## config.mk

```make
export PLATFORM = sky130hd
export DESIGN_NAME = uart_rx
export DESIGN_NICKNAME = d
export VERILOG_FILES = /design/src/rtl/uart_rx.sv
export SDC_FILE = /design/constraint.sdc
export NUM_CORES = 1
export LEC_CHECK = 0
export ABC_AREA = 0
export CAP_MARGIN = 20
export CORE_UTILIZATION = 45
export CTS_BUF_LIST = sky130_fd_sc_hd__clkbuf_2
export CTS_CLUSTER_DIAMETER = 40
export DETAILED_ROUTE_END_ITERATION = 7
export PLACE_DENSITY_LB_ADDON = 0.3
export SLEW_MARGIN = 5
export SYNTH_ARGS = -nofsm -noshare
export SYNTH_HDL_FRONTEND = slang
export SYNTH_SLANG_ARGS = --single-unit
```

## constraint.sdc

```tcl
create_clock -name pll_clock -period 1.8 [get_ports pll_clock]
set_input_delay 0.54 -clock pll_clock [delete_from_list [all_inputs] [get_ports pll_clock]]
set_output_delay 0.54 -clock pll_clock [all_outputs]
set_load 0.005 [all_outputs]
```

## src/rtl/uart_rx.sv

```systemverilog
// uart_rx: 8N1 UART receiver for the serial console path.
//
// Synchronises the asynchronous ser_rx line into the pll_clock domain, detects
// start bits, samples every bit at mid-period, checks the stop bit and
// presents each received byte on a valid/ready interface.
//
// Ports
//   pll_clock     in   system clock
//   reset         in   synchronous, active-high reset
//   ser_rx        in   asynchronous serial line, idle high
//   rx_data       out  received byte, stable while rx_valid is high
//   rx_valid      out  a byte is available
//   rx_ready      in   consumer accepts the byte when rx_valid && rx_ready
//   rx_frame_err  out  one-cycle pulse: stop bit sampled low
//   rx_overrun    out  one-cycle pulse: an unaccepted byte was overwritten
//   rx_busy       out  high in every state except IDLE
module uart_rx #(
  parameter int CLOCK_RATE = 48000000,
  parameter int BAUD_RATE  = 1000000
) (
  input  logic       pll_clock,
  input  logic       reset,
  input  logic       ser_rx,
  output logic [7:0] rx_data,
  output logic       rx_valid,
  input  logic       rx_ready,
  output logic       rx_frame_err,
  output logic       rx_overrun,
  output logic       rx_busy
);

  localparam int CPB  = CLOCK_RATE / BAUD_RATE;
  localparam int HALF = CPB / 2;
  localparam int DW   = $clog2(CPB);

  localparam logic [DW-1:0] LOAD_HALF = DW'(HALF - 1);
  localparam logic [DW-1:0] LOAD_FULL = DW'(CPB - 1);

  generate
    if (CPB < 4) begin : g_cpb_check
      $error("uart_rx: CLOCK_RATE / BAUD_RATE must be at least 4");
    end
  endgenerate

  typedef enum logic [2:0] {
    S_IDLE,
    S_START,
    S_DATA,
    S_STOP,
    S_WAIT_HIGH
  } state_t;

  state_t        state_q, state_d;
  logic          s1_q, s1_d;
  logic          s2_q, s2_d;
  logic [DW-1:0] delay_q, delay_d;
  logic [2:0]    bit_idx_q, bit_idx_d;
  logic [7:0]    shift_q, shift_d;
  logic [7:0]    rx_data_q, rx_data_d;
  logic          rx_valid_q, rx_valid_d;
  logic          frame_err_q, frame_err_d;
  logic          overrun_q, overrun_d;
  logic          deliver;

  always_ff @(posedge pll_clock) begin
    if (reset) begin
      state_q     <= S_IDLE;
      s1_q        <= 1'b1;
      s2_q        <= 1'b1;
      delay_q     <= '0;
      bit_idx_q   <= '0;
      shift_q     <= '0;
      rx_data_q   <= '0;
      rx_valid_q  <= 1'b0;
      frame_err_q <= 1'b0;
      overrun_q   <= 1'b0;
    end else begin
      state_q     <= state_d;
      s1_q        <= s1_d;
      s2_q        <= s2_d;
      delay_q     <= delay_d;
      bit_idx_q   <= bit_idx_d;
      shift_q     <= shift_d;
      rx_data_q   <= rx_data_d;
      rx_valid_q  <= rx_valid_d;
      frame_err_q <= frame_err_d;
      overrun_q   <= overrun_d;
    end
  end

  always_comb begin
    state_d     = state_q;
    s1_d        = ser_rx;
    s2_d        = s1_q;
    delay_d     = delay_q;
    bit_idx_d   = bit_idx_q;
    shift_d     = shift_q;
    rx_data_d   = rx_data_q;
    rx_valid_d  = rx_valid_q;
    frame_err_d = 1'b0;
    overrun_d   = 1'b0;
    deliver     = 1'b0;

    case (state_q)
      S_IDLE: begin
        if (!s2_q) begin
          delay_d = LOAD_HALF;
          state_d = S_START;
        end
      end
      S_START: begin
        // Re-check the line half a bit in; a short low pulse is a glitch.
        if (delay_q != '0) begin
          delay_d = delay_q - 1'b1;
        end else if (!s2_q) begin
          delay_d   = LOAD_FULL;
          bit_idx_d = 3'd0;
          state_d   = S_DATA;
        end else begin
          state_d = S_IDLE;
        end
      end
      S_DATA: begin
        if (delay_q != '0) begin
          delay_d = delay_q - 1'b1;
        end else begin
          // LSB arrives first, so shift right and insert at the top.
          shift_d = {s2_q, shift_q[7:1]};
          delay_d = LOAD_FULL;
          if (bit_idx_q == 3'd7) begin
            state_d = S_STOP;
          end else begin
            bit_idx_d = bit_idx_q + 3'd1;
          end
        end
      end
      S_STOP: begin
        if (delay_q != '0) begin
          delay_d = delay_q - 1'b1;
        end else if (s2_q) begin
          deliver = 1'b1;
          state_d = S_IDLE;
        end else begin
          frame_err_d = 1'b1;
          state_d     = S_WAIT_HIGH;
        end
      end
      S_WAIT_HIGH: begin
        // A held-low line (break) must not be re-read as a stream of starts.
        if (s2_q) begin
          state_d = S_IDLE;
        end
      end
      default: begin
        state_d = S_IDLE;
      end
    endcase

    if (rx_valid_q && rx_ready) begin
      rx_valid_d = 1'b0;
    end
    // A delivery wins over an acceptance in the same cycle; the old byte is
    // only lost (overrun) when the consumer did not take it in this cycle.
    if (deliver) begin
      rx_data_d  = shift_q;
      rx_valid_d = 1'b1;
      overrun_d  = rx_valid_q && !rx_ready;
    end
  end

  assign rx_data      = rx_data_q;
  assign rx_valid     = rx_valid_q;
  assign rx_frame_err = frame_err_q;
  assign rx_overrun   = overrun_q;
  assign rx_busy      = (state_q != S_IDLE);

endmodule

```

==> impl_metrics.ini, run 1 <==
[pwr]
power_frac_clock_pct = 29.5
swShare_pct = 29.2
leakagePower_nw = 0.993
power_density_mw_per_mm2 = 869
internal_power_w = 0.00117
ir_drop_uv = 442
seq_power_share_pct = 48.0
p_switching_w = 0.000481
pwr-share-comb_pct = 22.5

[die]
fp-row-count = 20
die_area_sq_mm = 0.00357
ios = 16
die-width_microns = 59.8
fp.dieH_microns = 59.8
core-area_sq_mm = 0.00310
initial_utilization_pct = 48.4

[yosys]
ys_seq_area_share_pct = 44.0
synth_compound_area_share_pct = 13.5
syn_avg_cell_area_sq_um = 9.75
yosysUniqueCellTypes = 39
synth_top_area_share_pct = 44.0
synthMuxAreaShare_pct = 13.4
ys.flop_type = dfxtp_1
synth_common_cells = 33 x dfxtp_1, 23 x nor2_1, 19 x mux2i_1
yosys_warnings = 0
synthXorXnorAreaFrac_pct = 0
yosys-top-cells-area = dfxtp_1 44%, mux2i_1 13%, nor2_1 5.8%, ha_1 2.5%, a21oi_1 2.3%
synth_cells = 154
synth_top_family_by_area = simple AND/OR/NAND/NOR gates
yosys.area_share.simple_pct = 22.9
syn_nets = 161
postSynth.asyncResetShare_pct = 0
syn-cell-area_sq_mm = 0.00150
synth_seq_cells = 33
yosys.area_share.adder_pct = 2.50
synth-edff-count = 0
yosysMostFrequentCell = dfxtp_1
post-synth-top-area-cell = dfxtp_1

[placed_design]
gp_congestion = 0.779
hpwl_microns = 2030
dp_cells = 218
portBuffers = 15

[finish]
fin_cells = 226
fin_nets = 188
n_antenna_cell = 0
drive_gt1_share_pct = 27.5
area_growth_pct = 26.3

[clocking]
numCtsBuffers = 5
htreeDepth = 2
clk_pin_slew_ns = 0.17
root_buffer = clkbuf_2
clk_path_buf_depth = 2
clkSinkCount = 33
ctsHoldBuffers = 0
cts_tree = built
insertion_delay_ns = 0.37

[sta]
fin_worst_skew_ns = 0.0132
worst_hold_slack_ns = 0.432
final_hold_viol_count = 0
fmax_mhz = 590
timing.final.crit_share_pct = 94.1
setup_viol = 0
final.min_clock_period_ns = 1.69
drv_slew = 0
relSlewSlack_pct = 75.1
grt_setup_unrepaired = no
tightest_slew_ns = 0.372
final.setup.tns_ns = 0

[hold_path]
min_delay_path_depth = 1
min_to = s2_q$_SDFF_PP1_
min_from = s1_q$_SDFF_PP1_
min_path_type = reg -> reg

[critical_path]
r2r-end = bit_idx_q[0]$_SDFFE_PP0P_
crit_required_ns = 2.08
rr_startpoint = delay_q[0]$_SDFFE_PP0P_
r2r_cells = 6
ff2ff_setup_slack_ns = 0.11
critical_path_peak_fanout = 5
criticalPathCategory = reg -> reg
critPathArrivalTime_ns = 1.98
critPathLaunchType = flop
crit_path_end_kind = flop

[detailed_routing]
drc = 0
antenna_left = 0
wl_microns = 3010
routed_via_density = 5.33
drt_iter0_markers = 28
dr.pass1.iters = 4
wl_per_cell_microns = 13.3
via_count = 1204

[job]
maxCapViolations = 0

[grt]
grt_pass1_vias = 1143
grt_usage_pct = 19.1
overflow = 0
grt_max_degree = 23
grt_pass1_wl_microns = 5020
antenna_found_initial = 0

[run_status]
status = finished, final reports clean
[critical path, cell delays in order, from the launching register on]
cell,delay (ns)
dfxtp_1,0.35
inv_1,0.07
ha_1,0.20
nor2b_2,0.31
nand2_2,0.13
nor3_4,0.21
mux2_1,0.33
[per-stage QoR]
step	area [sq um]	setup WS [ns]	total power, W	util (%)
finish	1900	0.106	0.00165	61.1
global route	1900	0.0143	0.00173	61.1
CTS	1850	0.00115	0.00165	59.7
detailed placement	1780	0.00334	0.00116	57.4
global placement	1780	0.0631	0.00115	57.4
floorplan	1500	0.0771	0.00104	-
[logic make-up (layout without fill, tap and decap cells)]
| group | after synthesis | count (layout) |
|---|---|---|
| DFF | 33 | 33 |
| muxes | 20 | 20 |
| AOI/OAI and AO/OA | 24 | 24 |
| and+or+nand+nor | 62 | 62 |
| adders and majority gates | 3 | 3 |
| buffers and inverters | 12 | 40 |
[routing by layer]
layer  GRT usage (%)  routed length, microns  vias to the layer above
met3            5.84                     119                        7
li1                -                       -                      607
met2            30.6                    1490                       19
met5               0                       0                        -
met1            23.3                    1350                      571
met4            9.30                      50                        0
[layout make-up]
class / instances / area (sq um)
inverters: 3 / 11.3
flip-flops and latches: 33 / 674
well taps: 44 / 55.1
clock buffers: 6 / 30.0
multi-input cells: 109 / 797
clock inverters: 2 / 33.8
fillers: 283 / 1210
repair buffers: 29 / 294
[cell usage in the layout, fill, tap and decap left out, types with 2 or more instances in the layout]
cell / Yosys / routed
dfxtp_1: 33 / 22
a311oi_1: 4 / 3
a31oi_1: 3 / 3
dlymetal6s2s_1: 0 / 11
or2_2: 3 / 3
nor2b_1: 4 / 3
nand2_1: 6 / 6
a31o_2: 2 / 2
a21oi_1: 7 / 7
dfxtp_2: 0 / 11
nor4_1: 2 / 2
inv_1: 3 / 3
clkbuf_2: 0 / 6
nor2_1: 23 / 22
nand2b_1: 2 / 2
or3_1: 2 / 2
a311oi_2: 2 / 3
buf_4: 2 / 13
nor3_1: 6 / 6
ha_1: 3 / 3
mux2i_1: 19 / 19
nor3_2: 2 / 2
nand3b_1: 2 / 2
clkdlybuf4s50_1: 0 / 3
[power groups by stage]
stage | clock network (W) | registers (W) | logic [W]
4_1_cts | 0.000502 | 0.000789 | 0.000358
3_3_place_gp | 0 | 0.000803 | 0.000344
6_report | 0.000486 | 0.000791 | 0.000371
2_1_floorplan | 0 | 0.000801 | 0.000236
3_5_place_dp | 0 | 0.000803 | 0.000359
5_1_grt | 0.000536 | 0.000795 | 0.000401
[state kept, by name, summed over array words and instances (netlist names)]
name / flops
delay_q: 6
state_q: 3
s2_q: 1
shift_q: 8
rx_overrun: 1
rx_data: 8
bit_idx_q: 3
s1_q: 1
rx_valid: 1
rx_frame_err: 1
[worst max-delay path by stage]
stage | from | endpoint
5_1_grt | state_q[1]$_SDFFE_PP0P_ | rx_busy
4_1_cts | rx_data[7]$_SDFFE_PP0P_ | rx_data[7]
6_report | delay_q[0]$_SDFFE_PP0P_ | bit_idx_q[0]$_SDFFE_PP0P_
2_1_floorplan | delay_q[0]$_SDFFE_PP0P_ | bit_idx_q[0]$_SDFFE_PP0P_
3_5_place_dp | reset | bit_idx_q[2]$_SDFFE_PP0P_
3_3_place_gp | reset | bit_idx_q[2]$_SDFFE_PP0P_
[what timing repair did]
action                     4_1_cts  5_1_grt
setup endpoints to repair        5       23
resized for setup                8       18
setup buffers                    0        0
pin swaps                        1        0
cloned                           0        0
(Power assumes the default switching activity.)
==> run 2: changes to the inputs <==
- CORE_ASPECT_RATIO: not set -> 0.5
- MAX_ROUTING_LAYER: not set -> met4
==> impl_metrics.ini, run 2 (synthesized netlist as in run 1, its figures left out) <==
[run_status]
status = finished, final reports clean

[finish]
regArea_sq_um = 676
fillers = 272
fin_nets = 188
multiInputGateArea_sq_um = 791
mostFrequentLayoutCell = nor2_1
area_growth_pct = 23.0
final_cell_mix = 22 x nor2_1, 21 x dfxtp_1, 19 x mux2i_1, 14 x buf_4, 12 x dfxtp_2
fin_cells = 222
drive_gt1_share_pct = 28.0
n_antenna_cell = 0

[clocking]
ctsHoldBuffers = 0
insertion_delay_ns = 0.37
clk_path_buf_depth = 2
numCtsBuffers = 5
cts_tree = built
root_buffer = clkbuf_2
clk_pin_slew_ns = 0.18
clkSinkCount = 33
htreeDepth = 2

[placed_design]
hpwl_microns = 1960
portBuffers = 15
gp_congestion = 0.827
dp_cells = 213

[die]
fp.dieH_microns = 42.8
core-area_sq_mm = 0.00308
ios = 16
die-width_microns = 83.7
initial_utilization_pct = 48.7
fp-row-count = 14
die_area_sq_mm = 0.00359

[critical_path]
worst_path_max_delay_cell = clkdlybuf4s50_1
crit_path_end_kind = output pin
startpoint = rx_data[0]$_SDFFE_PP0P_
cp_cell_sequence = clkdlybuf4s50_1
critPathLaunchType = flop
crit_required_ns = 1.26
criticalPathCategory = reg -> out
crit_buf_inv = 1
ff2ff_setup_slack_ns = 0.12
r2r-end = state_q[0]$_SDFFE_PP0P_
rr_startpoint = bit_idx_q[0]$_SDFFE_PP0P_
critPathArrivalTime_ns = 1.20
max_stage_delay_ns = 0.48
critical_path_peak_fanout = 2
path_delay_family = buffers and inverters
r2r_cells = 6

[sta]
tightest_slew_ns = 0.400
fin_worst_skew_ns = 0.0128
setup_viol = 0
final.min_clock_period_ns = 1.74
timing.final.crit_share_pct = 96.5
fmax_mhz = 576
relSlewSlack_pct = 73.3
drv_slew = 0
grt_setup_unrepaired = no
final_hold_viol_count = 0

[pwr]
power_frac_clock_pct = 23.6
seq_power_share_pct = 53.4
p_switching_w = 0.000473
power_density_mw_per_mm2 = 804
finalPower_w = 0.00148
internal_power_w = 0.00101
swShare_pct = 31.8
leakagePower_nw = 0.940
pwr-share-comb_pct = 23.0
ir_drop_uv = 345

[grt]
grt_max_degree = 18
met3_usage_pct = 5.25
gr-usage-met1_pct = 21.4
grt-busiest-layer = met2
grt_usage_pct = 17.6
overflow = 0
grt_pass1_wl_microns = 4760
grt_pass1_vias = 1097
grtUsageMet2_pct = 28.6
antenna_found_initial = 0

[detailed_routing]
routed_via_density = 5.32
dr.pass1.iters = 4
drc = 0
wl_per_cell_microns = 12.3
drt_iter0_markers = 24
antenna_left = 0
wl_microns = 2740
via_count = 1182

[hold_path]
min_to = s2_q$_SDFF_PP1_
min_delay_path_depth = 1
min_from = s1_q$_SDFF_PP1_
min_path_type = reg -> reg

[job]
maxCapViolations = 0
[run 2: worst max-delay path by stage]
| stage | endpoint | slack (ns) | cells past startpoint |
|---|---|---|---|
| 5_1_grt | rx_data[0] | 0.0009 | 1 |
| 3_5_place_dp | bit_idx_q[1]$_SDFFE_PP0P_ | -0.02 | 5 |
| 2_1_floorplan | bit_idx_q[0]$_SDFFE_PP0P_ | 0.08 | 6 |
| 4_1_cts | rx_data[7] | 0.0003 | 1 |
| 3_3_place_gp | bit_idx_q[2]$_SDFFE_PP0P_ | 0.08 | 5 |
| 6_report | rx_data[0] | 0.06 | 1 |
[run 2: final cells by class]
type	count	area share, %
Multi-Input combinational cell	109	42.8
Sequential cell	33	36.6
Timing Repair Buffer	29	15.0
Tap cell	40	2.71
Clock buffer	5	1.36
Clock inverter	3	0.949
Inverter	3	0.610
[run 2: timing repair]
| item | 4_1_cts | 5_1_grt |
|---|---|---|
| resized for setup | 5 | 19 |
| setup buffers | 0 | 1 |
| endpoints found under the setup margin | 1 | 15 |
[run 2: through the flow]
stage / utilization, % / hold slack (ns) / worst slack (ns) / area (sq um) / setup TNS [ns]
global placement: 56.9 / 0.398 / 0.0769 / 1760 / 0
global route: 59.9 / 0.462 / 0.000862 / 1850 / 0
floorplan: - / 0.389 / 0.0771 / 1500 / 0
detailed placement: 56.9 / 0.403 / -0.0154 / 1760 / -0.0154
CTS: 58.5 / 0.441 / 0.000253 / 1800 / 0
finish: 59.9 / 0.437 / 0.0628 / 1850 / 0
[run 2: power groups by stage]
stage | registers, W | clock network (W) | logic, W
finish | 0.000793 | 0.000351 | 0.000341
global route | 0.000799 | 0.000393 | 0.000377
CTS | 0.000792 | 0.000361 | 0.000339
detailed placement | 0.000805 | 0 | 0.000339
global placement | 0.000806 | 0 | 0.000337
floorplan | 0.000801 | 0 | 0.000236
[run 2: per-layer routing]
| metal | routed length, microns | share of wire [%] | up-vias |
|---|---|---|---|
| li1 | - | - | 603 |
| met5 | 0 | 0 | - |
| met4 | 27 | 0.99 | 0 |
| met3 | 123 | 4.5 | 4 |
| met1 | 1340 | 49 | 550 |
| met2 | 1250 | 46 | 25 |
